$ cat config.mk
export PLATFORM = sky130hd
export DESIGN_NAME = im_loader
export DESIGN_NICKNAME = d
export VERILOG_FILES = /design/src/rtl/im_loader_pkg.sv /design/src/rtl/im_loader.sv
export SDC_FILE = /design/constraint.sdc
export NUM_CORES = 1
export LEC_CHECK = 0
export ABC_AREA = 1
export BUFFER_PORTS_ARGS = -buffer_cell sky130_fd_sc_hd__buf_2
export CAP_MARGIN = 20
export CORE_ASPECT_RATIO = 1.1
export CORE_UTILIZATION = 49
export DETAILED_ROUTE_END_ITERATION = 8
export GPL_TIMING_DRIVEN = 0
export PLACE_DENSITY_LB_ADDON = 0.05
export SLEW_MARGIN = 0
export SYNTH_ARGS = -nofsm -noshare
export SYNTH_HDL_FRONTEND = slang
export SYNTH_SLANG_ARGS = --single-unit
$ cat constraint.sdc
create_clock -name clk -period 2.1 [get_ports clk]
set_input_delay 0.42 -clock clk [delete_from_list [all_inputs] [get_ports clk]]
set_output_delay 0.42 -clock clk [all_outputs]
set_load 0.05 [all_outputs]
$ cat src/rtl/im_loader_pkg.sv
// Shared definitions for the instruction-memory loader: byte/instruction
// widths and the loader state encoding, also used by control_unit and
// instruction_memory.
package im_loader_pkg;

  localparam int BYTE_W   = 8;
  localparam int INSTR_W  = 15;
  localparam int OPCODE_W = 7;

  typedef enum logic [2:0] {
    ST_COUNT  = 3'd0,
    ST_HI     = 3'd1,
    ST_LO     = 3'd2,
    ST_WRITE  = 3'd3,
    ST_CHECK  = 3'd4,
    ST_FINISH = 3'd5,
    ST_DONE   = 3'd6,
    ST_ERROR  = 3'd7
  } state_e;

  // States in which the loader takes a byte from the stream.
  function automatic logic state_accepts(state_e s);
    return (s == ST_COUNT) || (s == ST_HI) || (s == ST_LO) || (s == ST_CHECK);
  endfunction

endpackage

$ cat src/rtl/im_loader.sv
// Instruction-memory loader. Takes a byte stream framed as
//   N, {hi, lo} x N [, checksum]
// and writes each 15-bit word {hi[6:0], lo} to IM addresses 0..N-1, holding
// the CPU until the frame completes successfully.
// Build option: IM_LOADER_CHECKSUM_EN adds a trailing XOR checksum byte
// (CHECK state and an 8-bit accumulator); without it no checksum logic exists.
//
// Stream handshake: a byte moves when in_valid & in_ready are both high on a
// rising clock edge; the source must hold in_data stable while in_valid is
// high and in_ready is low. in_ready is a pure decode of the state (and is
// forced low while reset is asserted).
module im_loader
  import im_loader_pkg::*;
#(
  parameter int ADDR_W = 8
) (
  input  logic                clk,
  input  logic                reset,
  input  logic [BYTE_W-1:0]   in_data,
  input  logic                in_valid,
  output logic                in_ready,
  output logic                im_we,
  output logic [ADDR_W-1:0]   im_addr,
  output logic [INSTR_W-1:0]  im_wdata,
  output logic                cpu_hold,
  output logic                done,
  output logic                error,
  output state_e              dbg_state
);

  state_e               state_q, state_d;
  logic [ADDR_W-1:0]    addr_q, addr_d;
  logic [BYTE_W-1:0]    words_left_q, words_left_d;
  logic [OPCODE_W-1:0]  hi_q, hi_d;
  logic                 im_we_q, im_we_d;
  logic [INSTR_W-1:0]   im_wdata_q, im_wdata_d;
  logic                 cpu_hold_q, cpu_hold_d;
  logic                 done_q, done_d;
  logic                 error_q, error_d;
`ifdef IM_LOADER_CHECKSUM_EN
  logic [BYTE_W-1:0]    xsum_q, xsum_d;
`endif

  logic xfer;

  // Ready is a state decode; suppressed while reset is held.
  assign in_ready = ~reset & state_accepts(state_q);
  assign xfer     = in_valid & in_ready;

  // Next-state and next-output computation for the load sequence.
  always_comb begin
    state_d      = state_q;
    addr_d       = addr_q;
    words_left_d = words_left_q;
    hi_d         = hi_q;
    im_we_d      = 1'b0;
    im_wdata_d   = im_wdata_q;
    cpu_hold_d   = cpu_hold_q;
    done_d       = done_q;
    error_d      = error_q;
`ifdef IM_LOADER_CHECKSUM_EN
    xsum_d       = xsum_q;
`endif
    case (state_q)
      ST_COUNT: begin
        if (xfer) begin
          words_left_d = in_data;
`ifdef IM_LOADER_CHECKSUM_EN
          xsum_d       = in_data;
          state_d      = (in_data == '0) ? ST_CHECK : ST_HI;
`else
          state_d      = (in_data == '0) ? ST_FINISH : ST_HI;
`endif
        end
      end
      ST_HI: begin
        if (xfer) begin
          // Opcode byte must have its top bit clear; abort before any write.
          if (in_data[BYTE_W-1]) begin
            state_d = ST_ERROR;
            error_d = 1'b1;
          end else begin
            hi_d    = in_data[OPCODE_W-1:0];
`ifdef IM_LOADER_CHECKSUM_EN
            xsum_d  = xsum_q ^ in_data;
`endif
            state_d = ST_LO;
          end
        end
      end
      ST_LO: begin
        if (xfer) begin
          im_wdata_d   = {hi_q, in_data};
          im_we_d      = 1'b1;
          words_left_d = words_left_q - 1'b1;
`ifdef IM_LOADER_CHECKSUM_EN
          xsum_d       = xsum_q ^ in_data;
`endif
          state_d      = ST_WRITE;
        end
      end
      ST_WRITE: begin
        // im_we is high during this cycle at the current address.
        addr_d = addr_q + 1'b1;
        if (words_left_q == '0) begin
`ifdef IM_LOADER_CHECKSUM_EN
          state_d = ST_CHECK;
`else
          state_d = ST_FINISH;
`endif
        end else begin
          state_d = ST_HI;
        end
      end
`ifdef IM_LOADER_CHECKSUM_EN
      ST_CHECK: begin
        if (xfer) begin
          if (in_data == xsum_q) begin
            state_d = ST_FINISH;
          end else begin
            state_d = ST_ERROR;
            error_d = 1'b1;
          end
        end
      end
`endif
      ST_FINISH: begin
        state_d    = ST_DONE;
        done_d     = 1'b1;
        cpu_hold_d = 1'b0;
      end
      ST_DONE: begin
        state_d = ST_DONE;
      end
      ST_ERROR: begin
        state_d = ST_ERROR;
      end
      default: begin
        state_d = ST_ERROR;
        error_d = 1'b1;
      end
    endcase
  end

  // State and registered outputs; reset restores the idle, CPU-held condition.
  always_ff @(posedge clk or posedge reset) begin
    if (reset) begin
      state_q      <= ST_COUNT;
      addr_q       <= '0;
      words_left_q <= '0;
      hi_q         <= '0;
      im_we_q      <= 1'b0;
      im_wdata_q   <= '0;
      cpu_hold_q   <= 1'b1;
      done_q       <= 1'b0;
      error_q      <= 1'b0;
`ifdef IM_LOADER_CHECKSUM_EN
      xsum_q       <= '0;
`endif
    end else begin
      state_q      <= state_d;
      addr_q       <= addr_d;
      words_left_q <= words_left_d;
      hi_q         <= hi_d;
      im_we_q      <= im_we_d;
      im_wdata_q   <= im_wdata_d;
      cpu_hold_q   <= cpu_hold_d;
      done_q       <= done_d;
      error_q      <= error_d;
`ifdef IM_LOADER_CHECKSUM_EN
      xsum_q       <= xsum_d;
`endif
    end
  end

  assign im_we     = im_we_q;
  assign im_addr   = addr_q;
  assign im_wdata  = im_wdata_q;
  assign cpu_hold  = cpu_hold_q;
  assign done      = done_q;
  assign error     = error_q;
  assign dbg_state = state_q;

endmodule

==> results of run 1 <==
==> final cells by class <==
type,instances,area (um2),area share
clock inverter,2,35.0,0.0132
multi-input combinational,186,946,0.355
clock buffer,5,68.8,0.0259
timing repair inverter,2,10.0,0.00376
timing repair buffer,42,230,0.0865
inverter,35,135,0.0508
sequential,45,1130,0.424
buffer,4,41.3,0.0155
tap,54,67.6,0.0254
==> cells by family after synthesis <==
family / synth area share
compound gates: 0.0931
xor+xnor: 0.0195
mux: 0.00502
flops: 0.503
simple gates: 0.286
buf+inv: 0.0770
fa+ha+maj: 0.0167
==> synth_stat cells, types with 2 or more instances <==
master / count
buf_6: 3
dfrtp_1: 44
ha_1: 3
inv_1: 33
nand2_1: 94
nand2_2: 2
nand2_4: 2
nand3_1: 16
nand4_1: 4
nor2_1: 21
nor2_2: 3
nor2_4: 2
o21ai_0: 12
o21ai_2: 15
xnor2_1: 3
xor2_1: 2
==> critical path: cells and delay by family (launching register included) <==
family / cells / cell delay, ns
buffers and inverters: 1 / 0.26
DFF: 1 / 0.49
and+or+nand+nor: 3 / 0.37
==> timing repair <==
action / in CTS / in global routing
pin swaps: 0 / 0
gates cloned: 1 / 1
hold buffers: 0 / 0
setup endpoints to repair: 11 / 1
setup buffers: 0 / 0
==> state kept, by name, indices dropped and copies added, names as in the netlist <==
name          count
im_wdata         15
words_left_q      8
im_we             1
hi_q              7
done              1
dbg_state         3
cpu_hold          1
im_addr           8
error             1
==> where the power goes <==
| part | internal [mW] | leakage, nW | switching (mW) |
|---|---|---|---|
| sequential | 1.19 | 0.568 | 0.260 |
| clock | 0.346 | 0.0540 | 0.284 |
| combinational | 0.567 | 0.851 | 1.47 |
==> metrics by stage <==
stage / setup TNS, ns / util / setup slack (ns) / total power, mW / area, um2
finish: 0 / 0.612 / 0.268 / 4.12 / 2660
CTS: 0 / 0.605 / 0.0685 / 4.15 / 2630
floorplan: 0 / - / 0.108 / 3.07 / 2250
global placement: -9.92 / 0.580 / -0.398 / 3.48 / 2520
detailed placement: -10.05 / 0.580 / -0.402 / 3.51 / 2520
global route: 0 / 0.612 / 0.179 / 4.43 / 2660
==> metal layers <==
layer	GRT usage	part of all wire	up-vias
met5	0	0	-
li1	-	-	944
met2	0.333	0.46	29
met3	0.0375	0.026	8
met1	0.265	0.50	810
met4	0.0804	0.017	0
==> how the worst max path moves through the flow <==
stage | startpoint | endpoint | slack (ns) | cells after the start
after global placement | reset | in_ready | -0.40 | 5
after detailed placement | reset | in_ready | -0.40 | 5
final | dbg_state[1]$_DFFE_PP0P_ | in_ready | 0.27 | 4
after global routing | dbg_state[1]$_DFFE_PP0P_ | in_ready | 0.18 | 4
after floorplan | reset | in_ready | 0.11 | 3
after CTS | reset | in_ready | 0.07 | 5
==> impl_metrics.yaml, run 1 <==
cts:
  ctsLongestPathBuffers: 2
  ctsHtreeMaxLevel: 2
  cts_buffers: 5
  cts_tree: "yes"
  clk_pin_slew_ns: 0.09
  clock_latency_ns: 0.30
  cts_sinks: 45
  cts_resized: 0
  cts_root_buf: "clkbuf_8"
global_routing:
  overflow: 0
  antenna_found_initial: 0
  grt_pass1_vias: 1674
  grt_pass1_wl_mm: 7.39
  grt_usage: 0.203
  grt_max_degree: 25
yosys:
  ys.flop_type: "dfrtp_1"
  syn_area_um2: 2240
  synth-seq-cells: 45
  async_flop_share: 1.00
  synth_cell_type_count: 27
  synth_area_per_cell_um2: 8.31
  synth_area_leaders: "dfrtp_1 (49%), nand2_1 (16%), o21ai_2 (5.9%), inv_1 (5.5%), nand3_1 (3.6%)"
  yosysTopAreaCell: "dfrtp_1"
  synth_cells: 270
  ys_seq_area_frac: 0.503
  synth_edf_count: 0
  yosys_warnings: 0
  syn_nets: 284
  yosysTopAreaCellShare: 0.491
sta:
  setup_violations: 0
  drv_slew: 0
  whs_ns: 0.0897
  min_period_ns: 1.83
  min_period_over_period: 0.873
  slew_headroom: 0.602
  skew_ns: 0.0120
  rsz0062_at_grt: "no"
  hold_violations: 0
  worst_pin_slew_ns: 0.594
  max_freq_ghz: 0.546
routing:
  finalWirelength_mm: 4.44
  drtPass1Iterations: 4
  drt_iter0_drc: 88
  antenna_left: 0
  drc: 0
  vias: 1791
  vias_per_cell: 4.78
  wl_per_cell_um: 11.8
setup_path:
  crit_type: "reg2out"
  reg2reg_depth: 7
  reg2reg_from: "dbg_state[1]$_DFFE_PP0P_"
  arrival_ns: 1.41
  r2r-end: "hi_q[0]$_DFFE_PP0P_"
  cp-start-kind: "flip-flop"
  required_ns: 1.68
  critPathMaxFanout: 7
  cpMaxStageDelayCell: "dfrtp_1"
  r2r_slack_ns: 0.49
  endpoint_kind: "output port"
  crit_path_max_incr_delay_ns: 0.49
  crit_chain: "nand2_4 > nand2_2 > nor2_2 > buf_2"
floorplanning:
  start_util: 0.516
  dieWidth_um: 66.5
  ios: 42
  die_h_um: 73.0
  die_area_um2: 4850
  core_um2: 4350
  rows: 25
finish:
  layout_commonest_cell: "nand2_1"
  drive_gt1_frac: 0.265
  fin_cells: 375
  nFillCells: 396
  mostFrequentLayoutCells: "nand2_1 (94), dfrtp_1 (44), buf_2 (41)"
  fin_nets: 335
  antennaDiodeCount: 0
  area_growth_syn_to_layout_pct: 18.6
placement:
  dpl.hpwl_mm: 3.08
  io_buffers: 41
  gp_congestion: 0.872
  dp_cells: 365
pwr:
  p_leak_nw: 1.47
  vdd_ir_drop_max_v: 0.000540
  power_density_nw_per_um2: 1550
hold_path:
  hp-class: "in2async"
run_status:
  outcome: "completed"
flow_run:
  max-cap-violations: 0
Note: power is estimated with default switching activity, not from simulation.
==> run 2: changes to the inputs <==
BUFFER_PORTS_ARGS = -buffer_cell sky130_fd_sc_hd__buf_4   (was -buffer_cell sky130_fd_sc_hd__buf_2)
==> run 2 against run 1 <==
  * Combinational power grew 6%
  * Final cell count shrank 0.27%
  * Clock power shrank 1%
  * Core utilization grew 2.0 points
  * Non-clock buffer count is the same
  * Hold slack gained 0.071 ns
  * Clock skew shrank 0.0065 ns
  * Global-route usage grew 0.23 points
  * Sequential share of layout area shrank 1.3 points
  * Critical path depth grew 1
  * Register-to-register slack is essentially flat
  * Flip-flop and latch count is the same
==> impl_metrics.yaml, run 2 (synthesized netlist as in run 1, its figures left out) <==
finish:
  fin_cells: 374
  largest_reg_flops: 15
  antennaDiodeCount: 0
  nFillCells: 398
  layout_commonest_cell: "nand2_1"
  fin_nets: 334
  seq_area_um2: 1130
  area_growth_syn_to_layout_pct: 22.5
  multiInputGateArea_um2: 946
  mostFrequentLayoutCells: "nand2_1 (94), dfrtp_1 (44), buf_4 (42)"
  drive_gt1_frac: 0.263
global_routing:
  grt_usage: 0.205
  overflow: 0
  antenna_found_initial: 0
  grt_max_degree: 25
  grt_pass1_vias: 1692
  grt_pass1_wl_mm: 7.38
sta:
  hold_violations: 0
  drv_slew: 0
  final.setup.tns_ns: 0
  slew_headroom: 0.640
  layout_setup_ws_ns: 0.176
  min_period_ns: 1.92
  max_freq_ghz: 0.520
  setup_violations: 0
  min_period_over_period: 0.916
  skew_ns: 0.00553
  worst_pin_slew_ns: 0.537
  rsz0062_at_grt: "no"
floorplanning:
  ios: 42
  core_um2: 4350
  rows: 25
  die_h_um: 73.0
  die_area_um2: 4850
  dieWidth_um: 66.5
  start_util: 0.516
setup_path:
  crit_chain: "buf_4 > clkinvlp_4 > nand2_2 > nor2_2 > buf_4"
  critPathMaxFanout: 24
  crit_type: "in2out"
  cp-start-kind: "input pin"
  cp_common_cell: "buf_4"
  crit_path_max_incr_delay_ns: 0.44
  endpoint_kind: "output port"
  cpMaxStageDelayCell: "clkinvlp_4"
  required_ns: 1.68
  arrival_ns: 1.50
pwr:
  vdd_ir_drop_max_v: 0.000660
  power.total_mw: 4.26
  p_leak_nw: 1.49
  power_density_nw_per_um2: 1550
flow_run:
  max-cap-violations: 0
routing:
  vias: 1821
  antenna_left: 0
  finalWirelength_mm: 4.46
  vias_per_cell: 4.87
  drc: 0
  drt_iter0_drc: 132
  wl_per_cell_um: 11.9
  drtPass1Iterations: 4
placement:
  gp_congestion: 0.958
  io_buffers: 41
  dp_slack_ns: -0.360
  dp_cells: 365
  dpl.hpwl_mm: 3.20
cts:
  cts_buffers: 5
  cts_root_buf: "clkbuf_8"
  cts_tree: "yes"
  clock_latency_ns: 0.30
  ctsLongestPathBuffers: 2
  clk_pin_slew_ns: 0.08
  ctsHtreeMaxLevel: 2
  cts_sinks: 45
  post_cts_buffers: 0
run_status:
  outcome: "completed"
hold_path:
  hp-class: "in2async"
-- run 2: changes by cell type in the layout (fill, tap and decap cells not counted), sizes merged --
cell,delta
buf,+1
clkbuf,-1
clkinvlp,-1
-- run 2: worst max-delay path: cells and delay by family --
family	cells	cell delay [ns]
AND/OR/NAND/NOR	2	0.35
buffers and inverters	3	0.73
-- run 2: what timing repair did --
action | CTS | global route
endpoints found under the hold margin | 0 | 0
hold buffers | 0 | 0
setup endpoints to repair | 8 | 0
gates resized for setup | 0 | 0
-- run 2: worst paths after layout --
path,startpoint,slack [ns],cells after the start,to
worst min-delay path,reset,0.16,2,hi_q[6]$_DFFE_PP0P_
max in group asynchronous,reset,1.50,3,im_wdata[0]$_DFFE_PP0P_
worst min register to register,cpu_hold$_DFFE_PP1P_,0.45,2,cpu_hold$_DFFE_PP1P_
worst max-delay path,reset,0.18,5,in_ready
worst max register to register,dbg_state[1]$_DFFE_PP0P_,0.48,7,hi_q[2]$_DFFE_PP0P_
min in group clk,in_data[2],0.43,3,im_wdata[2]$_DFFE_PP0P_
-- run 2: metal layers --
| layer | vias up | track usage | share of wire |
|---|---|---|---|
| met2 | 34 | 0.330 | 0.46 |
| met5 | - | 0 | 0 |
| met1 | 836 | 0.263 | 0.48 |
| met3 | 11 | 0.0391 | 0.030 |
| li1 | 940 | - | - |
| met4 | 0 | 0.106 | 0.027 |
-- run 2: layout make-up --
type,instances,share of cell area
Clock buffer,5,0.0250
Tap cell,54,0.0246
Timing Repair inverter,1,0.00182
Inverter,35,0.0492
Sequential cell,45,0.410
Timing Repair Buffer,42,0.117
Clock inverter,2,0.0127
Buffer,4,0.0150
Multi-Input combinational cell,186,0.344
-- run 2: metrics by stage --
stage,area [um2],hold slack (ns),util
floorplan,2250,0.442,-
global placement,2630,0.444,0.604
detailed placement,2630,0.442,0.604
CTS,2730,0.192,0.629
global route,2750,0.174,0.632
finish,2750,0.161,0.632
-- run 2: power by group --
group,leakage [nW],switching [mW],internal [mW]
Sequential,0.568,0.271,1.19
Clock,0.0540,0.278,0.346
Combinational,0.867,1.49,0.685
==> run 3: changes to the inputs <==
CORE_ASPECT_RATIO = 0.7   (was 1.1)
==> run 3 against run 2 <==
  * Sequential power about the same
  * Non-clock buffer count unchanged
  * Register-to-register slack about the same
  * Flip-flop and latch count unchanged
  * Final area down 0.50%
  * Critical path type is now reg2out
  * Highest routed layer unchanged
==> impl_metrics.yaml, run 3 (synthesized netlist as in run 1, its figures left out) <==
run_status:
  outcome: "completed"
global_routing:
  grt_max_degree: 25
  grt_usage: 0.217
  antenna_found_initial: 0
  grt_pass1_vias: 1665
  overflow: 0
  grt_pass1_wl_mm: 8.02
finish:
  area_growth_syn_to_layout_pct: 21.9
  largest_reg_flops: 15
  layout_commonest_cell: "nand2_1"
  fin_nets: 335
  fin_cells: 377
  drive_gt1_frac: 0.261
  antennaDiodeCount: 0
  mostFrequentLayoutCells: "nand2_1 (94), dfrtp_1 (44), buf_4 (42)"
floorplanning:
  ios: 42
  die_area_um2: 4860
  start_util: 0.515
  core_um2: 4350
  dieWidth_um: 82.9
  die_h_um: 58.6
  rows: 20
flow_run:
  max-cap-violations: 0
cts:
  cts_resized: 0
  post_cts_buffers: 0
  clk_pin_slew_ns: 0.08
  cts_tree: "yes"
  ctsHtreeMaxLevel: 2
  ctsLongestPathBuffers: 2
  clock_latency_ns: 0.30
  cts_root_buf: "clkbuf_8"
  cts_sinks: 45
  cts_buffers: 5
sta:
  worst_pin_slew_ns: 0.689
  min_period_ns: 1.75
  rsz0062_at_grt: "no"
  min_period_over_period: 0.835
  slew_headroom: 0.538
  setup_violations: 0
  final.setup.tns_ns: 0
  hold_violations: 0
  skew_ns: 0.00754
  max_freq_ghz: 0.570
  drv_slew: 0
routing:
  drt_iter0_drc: 139
  vias_per_cell: 4.99
  wl_per_cell_um: 12.6
  vias: 1883
  drc: 0
  finalWirelength_mm: 4.75
  antenna_left: 0
  drtPass1Iterations: 4
setup_path:
  reg2reg_from: "dbg_state[1]$_DFFE_PP0P_"
  r2r_slack_ns: 0.47
  cp-start-kind: "flip-flop"
  required_ns: 1.68
  critPathMaxFanout: 7
  endpoint_kind: "output port"
  arrival_ns: 1.33
  path_buf_inv: 1
  reg2reg_depth: 7
  crit_path_max_incr_delay_ns: 0.48
  r2r-end: "hi_q[0]$_DFFE_PP0P_"
  path_delay_family: "flip-flops"
  crit_type: "reg2out"
  crit_chain: "nand2_4 > nand2_2 > nor2_2 > buf_4"
  cpMaxStageDelayCell: "dfrtp_1"
pwr:
  p_sw_frac: 0.493
  pwr-share-comb: 0.525
  power_density_nw_per_um2: 1520
  seqPwrFrac: 0.350
  internal_power_mw: 2.11
  vdd_ir_drop_max_v: 0.000861
  p_leak_nw: 1.47
  power.switching_mw: 2.06
  p_clk_frac: 0.125
hold_path:
  hp-class: "in2async"
placement:
  io_buffers: 41
  dpl.hpwl_mm: 3.36
  gp_congestion: 0.845
  dp_cells: 366
[run 3: how the worst max path moves through the flow]
stage | depth (start not counted) | to | from
after floorplan | 3 | in_ready | reset
after global placement | 8 | im_wdata[10]$_DFFE_PP0P_ | reset
after detailed placement | 8 | im_wdata[10]$_DFFE_PP0P_ | reset
after CTS | 5 | in_ready | reset
after global routing | 4 | in_ready | dbg_state[1]$_DFFE_PP0P_
final | 4 | in_ready | dbg_state[1]$_DFFE_PP0P_
[run 3: layer usage]
layer / vias up / GRT usage / share of wire
met2: 41 / 0.307 / 0.41
met4: 0 / 0.0443 / 0.0057
li1: 943 / - / -
met1: 895 / 0.331 / 0.55
met5: - / 0 / 0
met3: 4 / 0.0645 / 0.033
[run 3: power groups by stage]
| stage | sequential (mW) | clock (mW) | combinational [mW] |
|---|---|---|---|
| after global placement | 1.47 | 0 | 2.15 |
| after floorplan | 2.09 | 0 | 0.981 |
| after detailed placement | 1.48 | 0 | 2.17 |
| final | 1.46 | 0.521 | 2.19 |
| after CTS | 1.46 | 0.533 | 2.18 |
| after global routing | 1.51 | 0.583 | 2.40 |
[run 3: metrics by stage]
| stage | cell area, um2 | total power [mW] | setup slack, ns | hold WS [ns] | util |
|---|---|---|---|---|---|
| after floorplan | 2250 | 3.07 | 0.108 | 0.442 | - |
| after global placement | 2630 | 3.61 | -0.419 | 0.440 | 0.603 |
| after detailed placement | 2630 | 3.65 | -0.451 | 0.444 | 0.603 |
| after CTS | 2720 | 4.18 | 0.0783 | 0.209 | 0.624 |
| after global routing | 2740 | 4.49 | 0.238 | 0.104 | 0.628 |
| final | 2740 | 4.17 | 0.347 | 0.109 | 0.628 |
[run 3: area by class of cell]
class / instances / area [um2]
clock inverter: 1 / 7.51
multi-input combinational: 186 / 946
buffer: 4 / 41.3
fill: 402 / 1620
inverter: 35 / 135
clock buffer: 7 / 76.3
timing repair inverter: 2 / 10.0
timing repair buffer: 42 / 323
tap: 55 / 68.8
sequential: 45 / 1130
[run 3: worst reg2reg max path, stage by stage (launching register included)]
cell and delay, ns:
dfrtp_1 0.48, nand2_4 0.16, nand2_2 0.09, nor3_4 0.34
nand2_2 0.16, buf_6 0.18, nand2_1 0.07, o21ai_2 0.05
[run 3: what timing repair did]
action	CTS	global route
endpoints found under the setup margin	9	1
cloned	1	1
hold buffers	0	0
pin swaps	0	0
